==> src/rtl/prng_pkg.sv <==
// Shared encodings and helpers for the PRNG scrambler.
package prng_pkg;

  typedef enum logic [1:0] {
    MODE_FREE     = 2'b00,
    MODE_STEP     = 2'b01,
    MODE_HOLD     = 2'b10,
    MODE_HOLD_ALT = 2'b11
  } mode_e;

  // XNOR tap masks; the 4-bit entry serves the control LFSR of an 8-bit data path.
  function automatic logic [31:0] tap_mask(input int width);
    case (width)
      4:       return 32'h0000_000C;
      8:       return 32'h0000_00B8;
      16:      return 32'h0000_D008;
      32:      return 32'h8020_0003;
      default: return 32'h0000_0000;
    endcase
  endfunction

  function automatic logic is_all_ones(input logic [31:0] value, input int width);
    logic [31:0] mask;
    mask = (width >= 32) ? 32'hFFFF_FFFF : ((32'd1 << width) - 32'd1);
    return (value & mask) == mask;
  endfunction

endpackage

==> src/rtl/prng_lfsr.sv <==
// Fibonacci XNOR LFSR, shift-left with feedback into bit 0.
// Latency: state changes the edge after load/advance is sampled.
// Backpressure: none; load takes priority over advance.
module prng_lfsr #(
  parameter int               WIDTH = 8,
  parameter logic [WIDTH-1:0] TAPS  = '0
) (
  input  logic             clk,
  input  logic             reset,
  input  logic             load,
  input  logic [WIDTH-1:0] load_val,
  input  logic             advance,
  output logic [WIDTH-1:0] state
);

  logic feedback;

  assign feedback = ~(^(state & TAPS));

  always_ff @(posedge clk) begin
    if (reset) begin
      state <= '0;
    end else if (load) begin
      state <= load_val;
    end else if (advance) begin
      state <= {state[WIDTH-2:0], feedback};
    end
  end

endmodule

==> src/rtl/prng_scrambler.sv <==
// Prescaled dual-LFSR random word generator with pair-select scrambling.
// Latency: update sampled at edge k -> rnd_out/rnd_valid after edge k+1.
// Backpressure: none; every update produces a one-cycle rnd_valid pulse.
module prng_scrambler
  import prng_pkg::*;
#(
  parameter int DATA_W = 16,
  parameter int DIV    = 10_000_000,
  parameter int RATIO  = 4
) (
  input  logic                clk,
  input  logic                reset,
  input  logic                en,
  input  logic [1:0]          mode,
  input  logic                step,
  input  logic                seed_load,
  input  logic [DATA_W-1:0]   seed_data,
  output logic [DATA_W/2-1:0] rnd_out,
  output logic                rnd_valid,
  output logic                lock_err
);

  localparam int CTRL_W = DATA_W / 2;
  localparam int PRE_W  = (DIV > 1) ? $clog2(DIV) : 1;
  localparam int RAT_W  = (RATIO > 1) ? $clog2(RATIO) : 1;

  localparam logic [PRE_W-1:0]  PRE_LAST   = PRE_W'(DIV - 1);
  localparam logic [RAT_W-1:0]  RAT_LAST   = RAT_W'(RATIO - 1);
  localparam logic [DATA_W-1:0] DATA_TAPS  = DATA_W'(tap_mask(DATA_W));
  localparam logic [CTRL_W-1:0] CTRL_TAPS  = CTRL_W'(tap_mask(CTRL_W));

  mode_e             mode_s;
  logic [PRE_W-1:0]  pre_cnt;
  logic [RAT_W-1:0]  ratio_cnt;
  logic              pre_wrap;
  logic              tick;
  logic              ctrl_adv;
  logic              data_adv;
  logic              data_lock;
  logic              ctrl_lock;
  logic [DATA_W-1:0] data_seed;
  logic [CTRL_W-1:0] ctrl_seed;
  logic [DATA_W-1:0] data_q;
  logic [CTRL_W-1:0] ctrl_q;
  logic [CTRL_W-1:0] scrambled;
  logic              upd_pend;
  logic              lock_pend;

  assign mode_s   = mode_e'(mode);
  assign pre_wrap = (pre_cnt == PRE_LAST);

  always_comb begin
    tick = 1'b0;
    if (en) begin
      case (mode_s)
        MODE_FREE: tick = pre_wrap;
        MODE_STEP: tick = step;
        default:   tick = 1'b0;
      endcase
    end
  end

  // A tick that lands on a seed load is dropped entirely, ratio counter included.
  assign ctrl_adv = tick & ~seed_load;
  assign data_adv = ctrl_adv & (ratio_cnt == RAT_LAST);

  assign data_lock = is_all_ones(32'(seed_data), DATA_W);
  assign ctrl_lock = is_all_ones(32'(seed_data[CTRL_W-1:0]), CTRL_W);
  assign data_seed = data_lock ? '0 : seed_data;
  assign ctrl_seed = ctrl_lock ? '0 : seed_data[CTRL_W-1:0];

  always_ff @(posedge clk) begin
    if (reset) begin
      pre_cnt <= '0;
    end else if (seed_load || !en || mode_s == MODE_STEP) begin
      pre_cnt <= '0;
    end else if (mode_s == MODE_FREE) begin
      pre_cnt <= pre_wrap ? '0 : pre_cnt + 1'b1;
    end
  end

  always_ff @(posedge clk) begin
    if (reset || seed_load) begin
      ratio_cnt <= '0;
    end else if (ctrl_adv) begin
      ratio_cnt <= (ratio_cnt == RAT_LAST) ? '0 : ratio_cnt + 1'b1;
    end
  end

  prng_lfsr #(
    .WIDTH (DATA_W),
    .TAPS  (DATA_TAPS)
  ) u_data (
    .clk      (clk),
    .reset    (reset),
    .load     (seed_load),
    .load_val (data_seed),
    .advance  (data_adv),
    .state    (data_q)
  );

  prng_lfsr #(
    .WIDTH (CTRL_W),
    .TAPS  (CTRL_TAPS)
  ) u_ctrl (
    .clk      (clk),
    .reset    (reset),
    .load     (seed_load),
    .load_val (ctrl_seed),
    .advance  (ctrl_adv),
    .state    (ctrl_q)
  );

  always_comb begin
    scrambled = '0;
    for (int j = 0; j < CTRL_W; j++) begin
      scrambled[j] = ctrl_q[j] ? data_q[2*j+1] : data_q[2*j];
    end
  end

  always_ff @(posedge clk) begin
    if (reset) begin
      upd_pend  <= 1'b0;
      lock_pend <= 1'b0;
      rnd_valid <= 1'b0;
      lock_err  <= 1'b0;
      rnd_out   <= '0;
    end else begin
      upd_pend  <= seed_load | tick;
      lock_pend <= seed_load & (data_lock | ctrl_lock);
      rnd_valid <= upd_pend;
      lock_err  <= lock_pend;
      if (upd_pend) begin
        rnd_out <= scrambled;
      end
    end
  end

endmodule

==> config.mk <==
export PLATFORM = sky130hd
export DESIGN_NAME = prng_scrambler
export DESIGN_NICKNAME = d
export VERILOG_FILES = /design/src/rtl/prng_pkg.sv /design/src/rtl/prng_lfsr.sv /design/src/rtl/prng_scrambler.sv
export SDC_FILE = /design/constraint.sdc
export NUM_CORES = 1
export LEC_CHECK = 0
export BUFFER_PORTS_ARGS = -buffer_cell sky130_fd_sc_hd__buf_2
export CORE_MARGIN = 4
export CORE_UTILIZATION = 58
export CTS_CLUSTER_SIZE = 10
export DETAILED_ROUTE_END_ITERATION = 8
export PLACE_DENSITY = 0.88
export SETUP_SLACK_MARGIN = 0.02
export SYNTH_ARGS = -nofsm -noshare
export SYNTH_HDL_FRONTEND = slang
export SYNTH_SLANG_ARGS = --single-unit
==> constraint.sdc <==
create_clock -name clk -period 2.25 [get_ports clk]
set_clock_uncertainty 0.2 [all_clocks]
set_input_delay 0 -clock clk [delete_from_list [all_inputs] [get_ports clk]]
set_output_delay 0 -clock clk [all_outputs]
set_load 0.02 [all_outputs]
==> summary.md, run 1 <==
| Metric | Value |
|---|---|
| Chip Width | ~80 um |
| Switching power | 656 uW |
| Peak VDD IR | 0.536 mV |
| Nature of the critical path endpoint | flop |
| Crit share post-route | 0.933 |
| Initial Utilization | 0.597 |
| Post-Synthesis Cells | between 300 and 400 |
| Worst-path clk slew | approximately 0.07 ns |
| CP Class | flop to flop |
| TritonCTS clock tree | built |
| Number of flops mapped to enable cells by yosys | 0 |
| Comb pwr share | 0.121 |
| Slew Limit Headroom | 0.606 |
| Internal power | between 1500 and 2000 uW |
| Syn_area_per_cell | 8.51 um2 |
| Post-synthesis register bit count | 62 |
| Worst hold path endpoint | ratio_cnt[0] |
| Power per cell area | about 640 nW/um2 |
| CTS H-tree depth | 3 |
| RSZ-0062 raised after global routing | no |
| Placement Rows | 26 |
| Commonest non-fill, non-tap cell in the layout | dfxtp_1 |
| Flop pwr share | 0.505 |
| R2r setup slk | about 0.15 ns |
| Hold path depth | 5 |
| Iter 0 DRT Violations | roughly 250 |
| Wire per inst | 16.5 um |
| Hold_sp | step |
| Core area | 5110 um2 |
| Global-route wire length before repair | between 10 and 15 mm |
| HPWL Detailed | approximately 4.8 mm |
| Mapped Area | around 3000 um2 |
| WHS | 0.167 ns |
| Outcome | completed |
| Total CTS buffers | 9 |
| Most frequent cells in the layout | dfxtp_1 (62), a21oi_1 (40), nor2_1 (33), buf_2 (32), dlygate4sd3_1 (22) |
| Routed Antenna Nets | 0 |
| Overall global routing resource usage | 0.258 |
| F_max | between 0.4 and 0.5 GHz |
| Startpoint class of the critical path | flop |
| Syn Nets | about 380 |
| Top FF cell, synth | dfxtp_1 |
| Post-synth cell types | 48 |
| Area Overhead vs Synth | 20.4% |
| Worst hold path type | input pin to flop |
| RR Endpoint | u_data.state[4] |
| Height of the die | slightly above 80 um |
| Clock Power Share | 0.374 |
| Die area | 6480 um2 |
| Worst reg2reg path startpoint | pre_cnt[0] |
| Min Tclk post-route | 2.10 ns |
| Arr. time, crit path | between 2 and 2.5 ns |
| Final Hold Fails | 0 |
| Critical-path maximum fanout | 32 |
| Drt drc | 0 |
| Clock tree buffer depth | 2 |
| GRT overflow | 0 |
| Root Buffer | clkbuf_8 |
| Top cell type's share of synthesized area | 0.407 |
| Final Slew Violations | 0 |
| DR vias | ~2900 |
| Largest cells by area after synthesis | dfxtp_1 (41%), a21oi_1 (6.6%), xnor2_1 (4.6%) |
| Clock Sinks | 62 |
| Boundary Pins | 33 |
| Detailed Route WL | about 8 mm |
| Fraction of registers with async set/reset | 0 |
| P_leak | between 0.001 and 0.0015 uW |
| Worst R2R Path Depth | 7 |
| Final setup fails | 0 |
| Antenna violations before repair | 0 |
| Syn. warnings | 0 |
| Vias in the first global route | approximately 2700 |
| Setup TNS | 0 ns |
| WP data required | between 2 and 2.5 ns |
| Pin count of the biggest net entering global routing | 33 |
| Iteration count of the initial detailed-routing pass | 5 |
| Nets | 432 |
| Max-cap violations | 0 |
| Switching Fraction | 0.279 |
| Worst-Margin Slew | slightly below 0.6 ns |
| IO buf count | 32 |
| Final GP Congestion | 0.866 |
| Via-per-instance ratio | roughly 6.0 |
| Clk_lat worst skew | 0.35 ns |
| Seq/Total Area, Yosys | 0.407 |
| Synth area leader | dfxtp_1 |
| Share of layout cells above drive strength 1 | 0.158 |
==> worst max-delay path: stages (launching register included) <==
cell	delay, ns
dfxtp_1	0.37
ha_1	0.17
nor4bb_1	0.29
nand3_1	0.24
o31ai_4	0.31
buf_12	0.21
o21ai_1	0.09
a21oi_1	0.15
==> stage by stage <==
step | instance area [um2] | setup WS, ns | cells | power (uW) | util
after floorplan | 3050 | 0.289 | 358 | 1370 | -
after global placement | 3260 | 0.242 | 443 | 1450 | 0.639
after detailed placement | 3260 | 0.152 | 443 | 1460 | 0.639
after CTS | 3660 | 0.135 | 481 | 2350 | 0.716
after global routing | 3660 | 0.0132 | 482 | 2440 | 0.718
final | 3670 | 0.150 | 483 | 2350 | 0.718
==> layer usage <==
metal,part of all wire,global-route usage,up-vias,routed length [um]
li1,-,-,1410,-
met1,0.41,0.296,1364,3280
met2,0.51,0.453,109,4060
met3,0.056,0.0673,23,447
met4,0.026,0.0997,0,208
met5,0,0,-,0
==> synthesized netlist by cell type, drive strengths merged (2+ instances only) <==
cell and count:
nor2b 19, or3 6, clkbuf 15, dfxtp 62, nor3 4, nor3b 5
nand3 12, a21oi 40, nor2 33, nor4 4, a211oi 8, and4bb 4
mux2i 8, xor2 7, a31oi 7, and4 3, and3 2, o211ai 2
nand4 17, o221ai 5, o22ai 2, xnor2 16, ha 2, nand2 21
or4b 2, buf 8, or2 2, o21ai 26, inv 5
==> power groups by stage <==
stage,logic [uW],clock network [uW],registers (uW)
finish,285,881,1190
floorplan,163,0,1210
global placement,239,0,1210
detailed placement,246,0,1210
global route,309,941,1190
CTS,276,884,1190
==> worst max-delay path by stage <==
stage	from	to	slack (ns)
floorplan	pre_cnt[0]	u_data.state[10]	0.29
global placement	pre_cnt[14]	u_ctrl.state[7]	0.24
detailed placement	pre_cnt[0]	u_ctrl.state[1]	0.15
CTS	pre_cnt[14]	u_ctrl.state[1]	0.14
global route	pre_cnt[0]	u_data.state[3]	0.01
finish	pre_cnt[0]	u_data.state[4]	0.15
==> area by class of cell <==
cell class | instances | area [um2]
repair buffers | 61 | 458
clock inverters | 6 | 37.5
fillers | 351 | 1440
multi-input cells | 268 | 1680
diodes | 1 | 2.50
flip-flops and latches | 62 | 1240
well taps | 70 | 87.6
clock buffers | 10 | 138
inverters | 5 | 18.8
==> what timing repair did <==
action,CTS,global route
gates resized for setup,0,0
hold endpoints to repair,40,0
setup buffers,0,1
endpoints found under the setup margin,0,6
hold buffers,22,0
==> cells by family after synthesis <==
family                     after synthesis  synth area share
buffers and inverters                   28            0.0398
DFF                                     62             0.407
AOI/OAI and AO/OA                       96             0.191
adders and majority gates                2           0.00821
and+or+nand+nor                        139             0.261
xor gates and xnor gates                23            0.0661
muxes                                    8            0.0263
==> state kept, by name (all words and copies together) (netlist names) <==
signal	cells
upd_pend	1
rnd_valid	1
u_ctrl.state	8
lock_pend	1
pre_cnt	24
lock_err	1
u_data.state	16
ratio_cnt	2
rnd_out	8
Power figures use the tool's default switching activity.
==> run 2: changes to the inputs <==
--- a/config.mk
+++ b/config.mk
@@ -7,11 +7,12 @@
 export LEC_CHECK = 0
 export BUFFER_PORTS_ARGS = -buffer_cell sky130_fd_sc_hd__buf_2
 export CORE_MARGIN = 4
-export CORE_UTILIZATION = 58
+export CORE_UTILIZATION = 59
 export CTS_CLUSTER_SIZE = 10
 export DETAILED_ROUTE_END_ITERATION = 8
-export PLACE_DENSITY = 0.88
+export PLACE_DENSITY = 0.89
 export SETUP_SLACK_MARGIN = 0.02
 export SYNTH_ARGS = -nofsm -noshare
 export SYNTH_HDL_FRONTEND = slang
+export SYNTH_HIERARCHICAL = 1
 export SYNTH_SLANG_ARGS = --single-unit
==> run 2 against run 1 <==
  * The flow now finishes with violations (setup timing)
  * Global-route usage is 3.9 points higher
  * Worst setup slack worse by 0.45 ns
  * Cell count is 10% higher
  * Design area is 23% higher
  * Sequential power hardly changed
  * Via count is 22% higher
  * First-iteration DRC count is 120% higher
  * Register-to-register slack worse by 0.45 ns
==> summary.md, run 2 <==
| Metric | Value |
|---|---|
| Worst hold path type | input pin to flop |
| RSZ-0062 raised after global routing | yes |
| HPWL Detailed | 5.67 mm (+17%) |
| Mapped Area | 3350 um2 (+9.8%) |
| Layer with the highest usage | met2 |
| Crit share post-route | 1.13 (+0.201) |
| GRT overflow | 0 (unchanged) |
| Min Tclk post-route | 2.55 ns (+0.453 ns) |
| Total power | 2480 uW (+5.3%) |
| Worst Path Buf+Inv | 1 (unchanged) |
| Clk_lat worst skew | 0.35 ns (about the same) |
| Nets | 482 (+12%) |
| Final GP Congestion | 0.916 (+5.8%) |
| Core area | 5510 um2 (+7.8%) |
| Height of the die | 83.3 um (+3.5%) |
| Synth area leader | dfxtp_1 |
| F_max | 0.392 GHz (-18%) |
| Startpoint class of the critical path | flop |
| Most frequent cells in the layout | dfxtp_1 (53), nor2_1 (41), buf_4 (39), buf_2 (32), mux2i_1 (28) |
| Initial Utilization | 0.608 (+0.0111) |
| Power per cell area | 548 nW/um2 (-15%) |
| Worst-path cell chain | nor4_4 -> and4_4 -> a21oi_4 -> nor4b_4 -> buf_12 -> mux2_4 -> mux2i_1 -> nor2_1 |
| Met2 Track Usage GR | 0.484 (+0.0312) |
| Crit-path slowest cell | dfxtp_4 |
| Final worst-path setup slack | -0.303 ns (-0.453 ns) |
| Worst-path clk slew | 0.07 ns (about the same) |
| WP data required | 2.28 ns (-0.05 ns) |
| Syn_area_per_cell | 9.29 um2 (+9.2%) |
| Dpl ws | -0.175 ns (-0.327 ns) |
| R2r setup slk | -0.30 ns (-0.45 ns) |
| Synth top cells by count | dfxtp_1 (62), nor2_1 (42), mux2i_1 (30), nor2b_1 (26) |
| Antenna violations before repair | 0 (unchanged) |
| Global-route wire length before repair | 16.5 mm (+29%) |
| Seq/Total Area, Yosys | 0.371 (-0.0364) |
| Syn. warnings | 6 (+6) |
| Routed Antenna Nets | 0 (unchanged) |
| Max-cap violations | 0 (unchanged) |
| Antenna Cells | 0 (-1) |
| Wire per inst | 22.0 um (+33%) |
| CP Class | flop to flop |
| Failing checks | setup timing |
| Biggest register | pre_cnt |
| Post-synthesis register bit count | 62 (unchanged) |
| CTS H-tree depth | 3 (unchanged) |
| Slew Limit Headroom | 0.471 (-0.135) |
| Clock tree buffer depth | 2 (unchanged) |
| Final Slew Violations | 0 (unchanged) |
| Overall global routing resource usage | 0.296 (+0.0388) |
| Max FFs per register | 24 (unchanged) |
| Nature of the critical path endpoint | flop |
| Cell with the most instances after synthesis | dfxtp_1 |
| Met1 GRT Util | 0.362 (+0.0654) |
| Iter 0 DRT Violations | 571 (+120%) |
| Die area | 6940 um2 (+7.2%) |
| Placement Rows | 27 (+3.8%) |
| Top delay family on crit path | simple AND/OR/NAND/NOR gates |
| Boundary Pins | 33 (unchanged) |
| Peak VDD IR | 0.634 mV (+18%) |
| Worst-Margin Slew | 0.791 ns (+0.201 ns) |
| Setup TNS | -5.57 ns (-5.57 ns) |
| Fraction of registers with async set/reset | 0 (unchanged) |
| Via-per-instance ratio | 6.64 (+10%) |
| Number of flops mapped to enable cells by yosys | 0 (unchanged) |
| TritonCTS clock tree | built |
| Chip Width | 83.3 um (+3.5%) |
| Final non-filler cell total | 533 (+10%) |
| Detailed Route WL | 11.7 mm (+47%) |
| Top FF cell, synth | dfxtp_1 |
| Post-synth cell types | 48 (unchanged) |
| Dpl cells | 479 (+8.1%) |
| DR vias | 3541 (+22%) |
| Vias in the first global route | 3383 (+26%) |
| Fill cell count | 260 (-26%) |
| Area Overhead vs Synth | 35.3% |
| Total CTS buffers | 9 (unchanged) |
| Commonest non-fill, non-tap cell in the layout | dfxtp_1 |
| Largest cells by area after synthesis | dfxtp_1 (37%), mux2i_1 (9.0%), nor2b_1 (4.9%) |
| Iteration count of the initial detailed-routing pass | 6 (+1) |
| Final Hold Fails | 0 (unchanged) |
| Top cell type's share of synthesized area | 0.371 (-0.0364) |
| Clock Sinks | 62 (unchanged) |
| Outcome | finished with violations |
| Share of layout cells above drive strength 1 | 0.315 (+0.157) |
| Largest regs | pre_cnt x24, u_data/state x16 |
| IO buf count | 32 (unchanged) |
| Pin count of the biggest net entering global routing | 44 (+33%) |
| Root Buffer | clkbuf_8 |
| Arr. time, crit path | 2.58 ns (+0.40 ns) |
| Drt drc | 0 (unchanged) |
| GRT met3 Usage | 0.0556 (-0.0117) |
| Critical-path maximum fanout | 16 (-50%) |
| Post-Synthesis Cells | 360 (+0.56%) |
| Syn Nets | 385 (+0.52%) |
| Final setup fails | 28 (+28) |
| P_leak | 0.00183 uW (+43%) |
| Largest stage delay, worst path | 0.36 ns (about the same) |
[run 2: cell count changes after synthesis, moves of 7 or more]
cell and delta:
xnor2_1 -8, nand2_1 -10, o21ai_1 -13, mux2i_1 +22, clkbuf_1 -8, nor2b_1 +7
a21oi_1 -26, mux2_4 +8, nor2_1 +9, mux2_2 +14, o31ai_1 +7
[run 2: timing repair]
action                                  4_1_cts  5_1_grt
gates cloned                                  1        2
endpoints found under the hold margin        35        0
setup buffers                                 9        4
endpoints found under the setup margin       23       48
pin swaps                                     8       10
hold buffers                                 26        0
resized for setup                            22       21
[run 2: path summary, 6_finish.rpt]
check | from | to | cells past startpoint
setup / recovery | pre_cnt[18] | u_data/state[3] | 8
hold / removal | mode[1] | pre_cnt[16] | 6
setup reg to reg | pre_cnt[18] | u_data/state[3] | 8
hold reg to reg | lock_pend | lock_err | 1
[run 2: power breakdown]
| part | switching, uW | internal, uW |
|---|---|---|
| Sequential | 40.6 | 1130 |
| Clock | 446 | 532 |
| Combinational | 164 | 162 |
| Total | 650 | 1830 |
[run 2: cells by family after synthesis]
| logic type | Yosys count | synth area share |
|---|---|---|
| AOI/OAI and AO/OA | 48 | 0.0957 |
| xor gates and xnor gates | 16 | 0.0419 |
| adders and majority gates | 2 | 0.00748 |
| buffers and inverters | 28 | 0.0501 |
| DFF | 62 | 0.371 |
| muxes | 52 | 0.173 |
| and+or+nand+nor | 152 | 0.261 |
[run 2: worst register-to-register path: cells and delay by family (launching register included)]
family                 cells  cell delay, ns
DFF                        1            0.36
AOI/OAI and AO/OA          1            0.08
and+or+nand+nor            4            1.05
buffers and inverters      1            0.21
muxes                      2            0.52
[run 2: per-stage QoR]
stage / hold slack (ns) / utilization / cell area, um2
3_3_place_gp: 0.0939 / 0.687 / 3780
5_1_grt: 0.190 / 0.822 / 4530
4_1_cts: 0.111 / 0.797 / 4390
6_report: 0.172 / 0.822 / 4530
3_5_place_dp: 0.114 / 0.687 / 3780
2_1_floorplan: -0.128 / - / 3390
[run 2: area by class of cell]
cell class	count	area [um2]	area share
repair buffers	105	848	0.187
clock buffers	11	141	0.0312
flip-flops and latches	62	1260	0.278
well taps	72	90.1	0.0199
inverters	9	33.8	0.00746
multi-input cells	270	2110	0.466
clock inverters	4	47.5	0.0105
[run 2: per-layer routing]
metal  share of wire  vias up
met5               0        -
met1            0.38     1619
met4           0.059        0
met2            0.45      338
met3            0.11       89
li1                -     1495
==> run 3: changes to the inputs <==
--- a/config.mk
+++ b/config.mk
@@ -10,7 +10,7 @@
 export CORE_UTILIZATION = 59
 export CTS_CLUSTER_SIZE = 10
 export DETAILED_ROUTE_END_ITERATION = 8
-export PLACE_DENSITY = 0.89
+export PLACE_DENSITY = 0.8
 export SETUP_SLACK_MARGIN = 0.02
 export SYNTH_ARGS = -nofsm -noshare
 export SYNTH_HDL_FRONTEND = slang
==> run 3 against run 2 <==
  * The flow still finishes with violations (setup timing)
  * Largest power group unchanged
  * First-iteration DRC count decreased by 31%
  * Cell count unchanged
  * Wire length decreased by 12%
  * Worst setup slack improved by 0.10 ns
  * Highest routed layer unchanged
  * Largest cell class unchanged
  * Count of clock-buffer cells in the layout unchanged
==> summary.md, run 3 (same netlist as run 2, synthesis figures left out) <==
| Metric | Value |
|---|---|
| Antenna violations before repair | 0 (unchanged) |
| Wire per inst | 19.4 um (-12%) |
| Clock Sinks | 62 (unchanged) |
| Biggest register | pre_cnt |
| Iteration count of the initial detailed-routing pass | 5 (-1) |
| Clock tree buffer depth | 2 (unchanged) |
| HPWL Detailed | 5.56 mm (-1.9%) |
| Max-cap violations | 0 (unchanged) |
| IO buf count | 32 (unchanged) |
| CTS H-tree depth | 3 (unchanged) |
| WP data required | 2.27 ns (about the same) |
| Crit share post-route | 1.09 (-0.0460) |
| Overall global routing resource usage | 0.276 (-0.0206) |
| Final Core Density | 0.807 (-0.0148) |
| FF+latch area | 1250 um2 (-0.70%) |
| Pin count of the biggest net entering global routing | 44 (unchanged) |
| Most frequent cells in the layout | dfxtp_1 (56), nor2_1 (42), buf_4 (41), buf_2 (32), mux2i_1 (29) |
| Initial Utilization | 0.608 (unchanged) |
| Outcome | finished with violations |
| Nets | 480 (-0.41%) |
| Final worst-path setup slack | -0.199 ns (+0.103 ns) |
| Peak VDD IR | 0.442 mV (-30%) |
| Arr. time, crit path | 2.47 ns (-0.11 ns) |
| Final GP Congestion | 0.853 (-6.9%) |
| Core area | 5510 um2 (unchanged) |
| GRT overflow | 0 (unchanged) |
| Global-route wire length before repair | 15.5 mm (-6.6%) |
| Worst-Margin Slew | 0.659 ns (-0.132 ns) |
| Max FFs per register | 24 (unchanged) |
| Drt drc | 0 (unchanged) |
| Detailed Route WL | 10.4 mm (-12%) |
| Power per cell area | 590 nW/um2 (+7.7%) |
| Min Tclk post-route | 2.45 ns (-0.103 ns) |
| Vias in the first global route | 3099 (-8.4%) |
| P_leak | 0.00180 uW (-1.7%) |
| Commonest non-fill, non-tap cell in the layout | dfxtp_1 |
| Slew Limit Headroom | 0.549 (+0.0778) |
| Startpoint class of the critical path | flop |
| Share of layout cells above drive strength 1 | 0.298 (-0.0167) |
| Nature of the critical path endpoint | flop |
| Clk_lat worst skew | 0.34 ns (about the same) |
| Placement Rows | 27 (unchanged) |
| Failing checks | setup timing |
| RSZ-0062 raised after global routing | yes |
| Area of the multi-input gates | 2060 um2 (-2.4%) |
| Total CTS buffers | 9 (unchanged) |
| Height of the die | 83.3 um (unchanged) |
| Final Hold Fails | 0 (unchanged) |
| Iter 0 DRT Violations | 395 (-31%) |
| Worst-path clk slew | 0.07 ns (about the same) |
| Via-per-instance ratio | 6.37 (-4.1%) |
| Root Buffer | clkbuf_8 |
| DR vias | 3395 (-4.1%) |
| Total power | 2620 uW (+5.7%) |
| Die area | 6940 um2 (unchanged) |
| Largest regs | pre_cnt x24, u_data/state x16 |
| Routed Antenna Nets | 0 (unchanged) |
| Worst hold path type | input pin to flop |
| Area Overhead vs Synth | 32.9% |
| Chip Width | 83.3 um (unchanged) |
| TritonCTS clock tree | built |
| F_max | 0.408 GHz (+4.2%) |
| CP Class | flop to flop |
| Final Slew Violations | 0 (unchanged) |
| Fill cell count | 298 (+15%) |
| Final setup fails | 25 (-11%) |
| Critical-path maximum fanout | 16 (unchanged) |
| Boundary Pins | 33 (unchanged) |
-- run 3: final timing paths --
path | from | to | slack (ns) | depth (start not counted)
max | pre_cnt[14] | u_data/state[11] | -0.20 | 8
min | mode[1] | pre_cnt[4] | 0.22 | 6
max reg2reg | pre_cnt[14] | u_data/state[11] | -0.20 | 8
min reg2reg | lock_pend | lock_err | 0.24 | 1
-- run 3: routing by layer --
layer / share of wire / global-route usage / wire (um)
met1: 0.42 / 0.355 / 4310
met2: 0.45 / 0.440 / 4710
met3: 0.083 / 0.0546 / 858
met4: 0.047 / 0.137 / 485
met5: 0 / 0 / 0
-- run 3: stage by stage --
| stage | cell area, um2 | instances | hold slack (ns) | TNS (ns) | setup WS [ns] |
|---|---|---|---|---|---|
| global route | 4440 | 532 | 0.256 | -4.86 | -0.235 |
| finish | 4450 | 533 | 0.221 | -3.54 | -0.199 |
| global placement | 3770 | 478 | 0.105 | -1.49 | -0.110 |
| floorplan | 3390 | 360 | -0.128 | -0.636 | -0.0795 |
| detailed placement | 3770 | 478 | 0.111 | -2.57 | -0.156 |
| CTS | 4390 | 526 | 0.199 | -1.30 | -0.116 |
-- run 3: where the power goes --
group | switching, uW | total (uW) | internal [uW]
registers | 39.7 | 1180 | 1140
logic | 150 | 300 | 150
clock network | 461 | 1150 | 684
total | 651 | 2620 | 1970
-- run 3: critical path: stages (launching register included) --
cell	delay, ns
dfxtp_2	0.34
nor4b_4	0.33
and4_4	0.30
a21oi_4	0.07
nor4b_4	0.32
buf_12	0.21
mux2_2	0.34
mux2i_1	0.14
nor2_1	0.07
-- run 3: what timing repair did --
action,CTS,global route
gates resized for setup,17,3
buffers inserted,5,6
pin swaps,0,3
hold buffers,27,0
setup endpoints to repair,24,26
endpoints found under the hold margin,35,0
-- run 3: cell type report --
| cell class | count | share of cell area |
|---|---|---|
| multi-input cells | 270 | 0.463 |
| repair buffers | 103 | 0.176 |
| flip-flops and latches | 62 | 0.281 |
| diodes | 1 | 0.000563 |
| clock inverters | 5 | 0.0183 |
| clock buffers | 11 | 0.0341 |
| well taps | 72 | 0.0203 |
| inverters | 9 | 0.00760 |
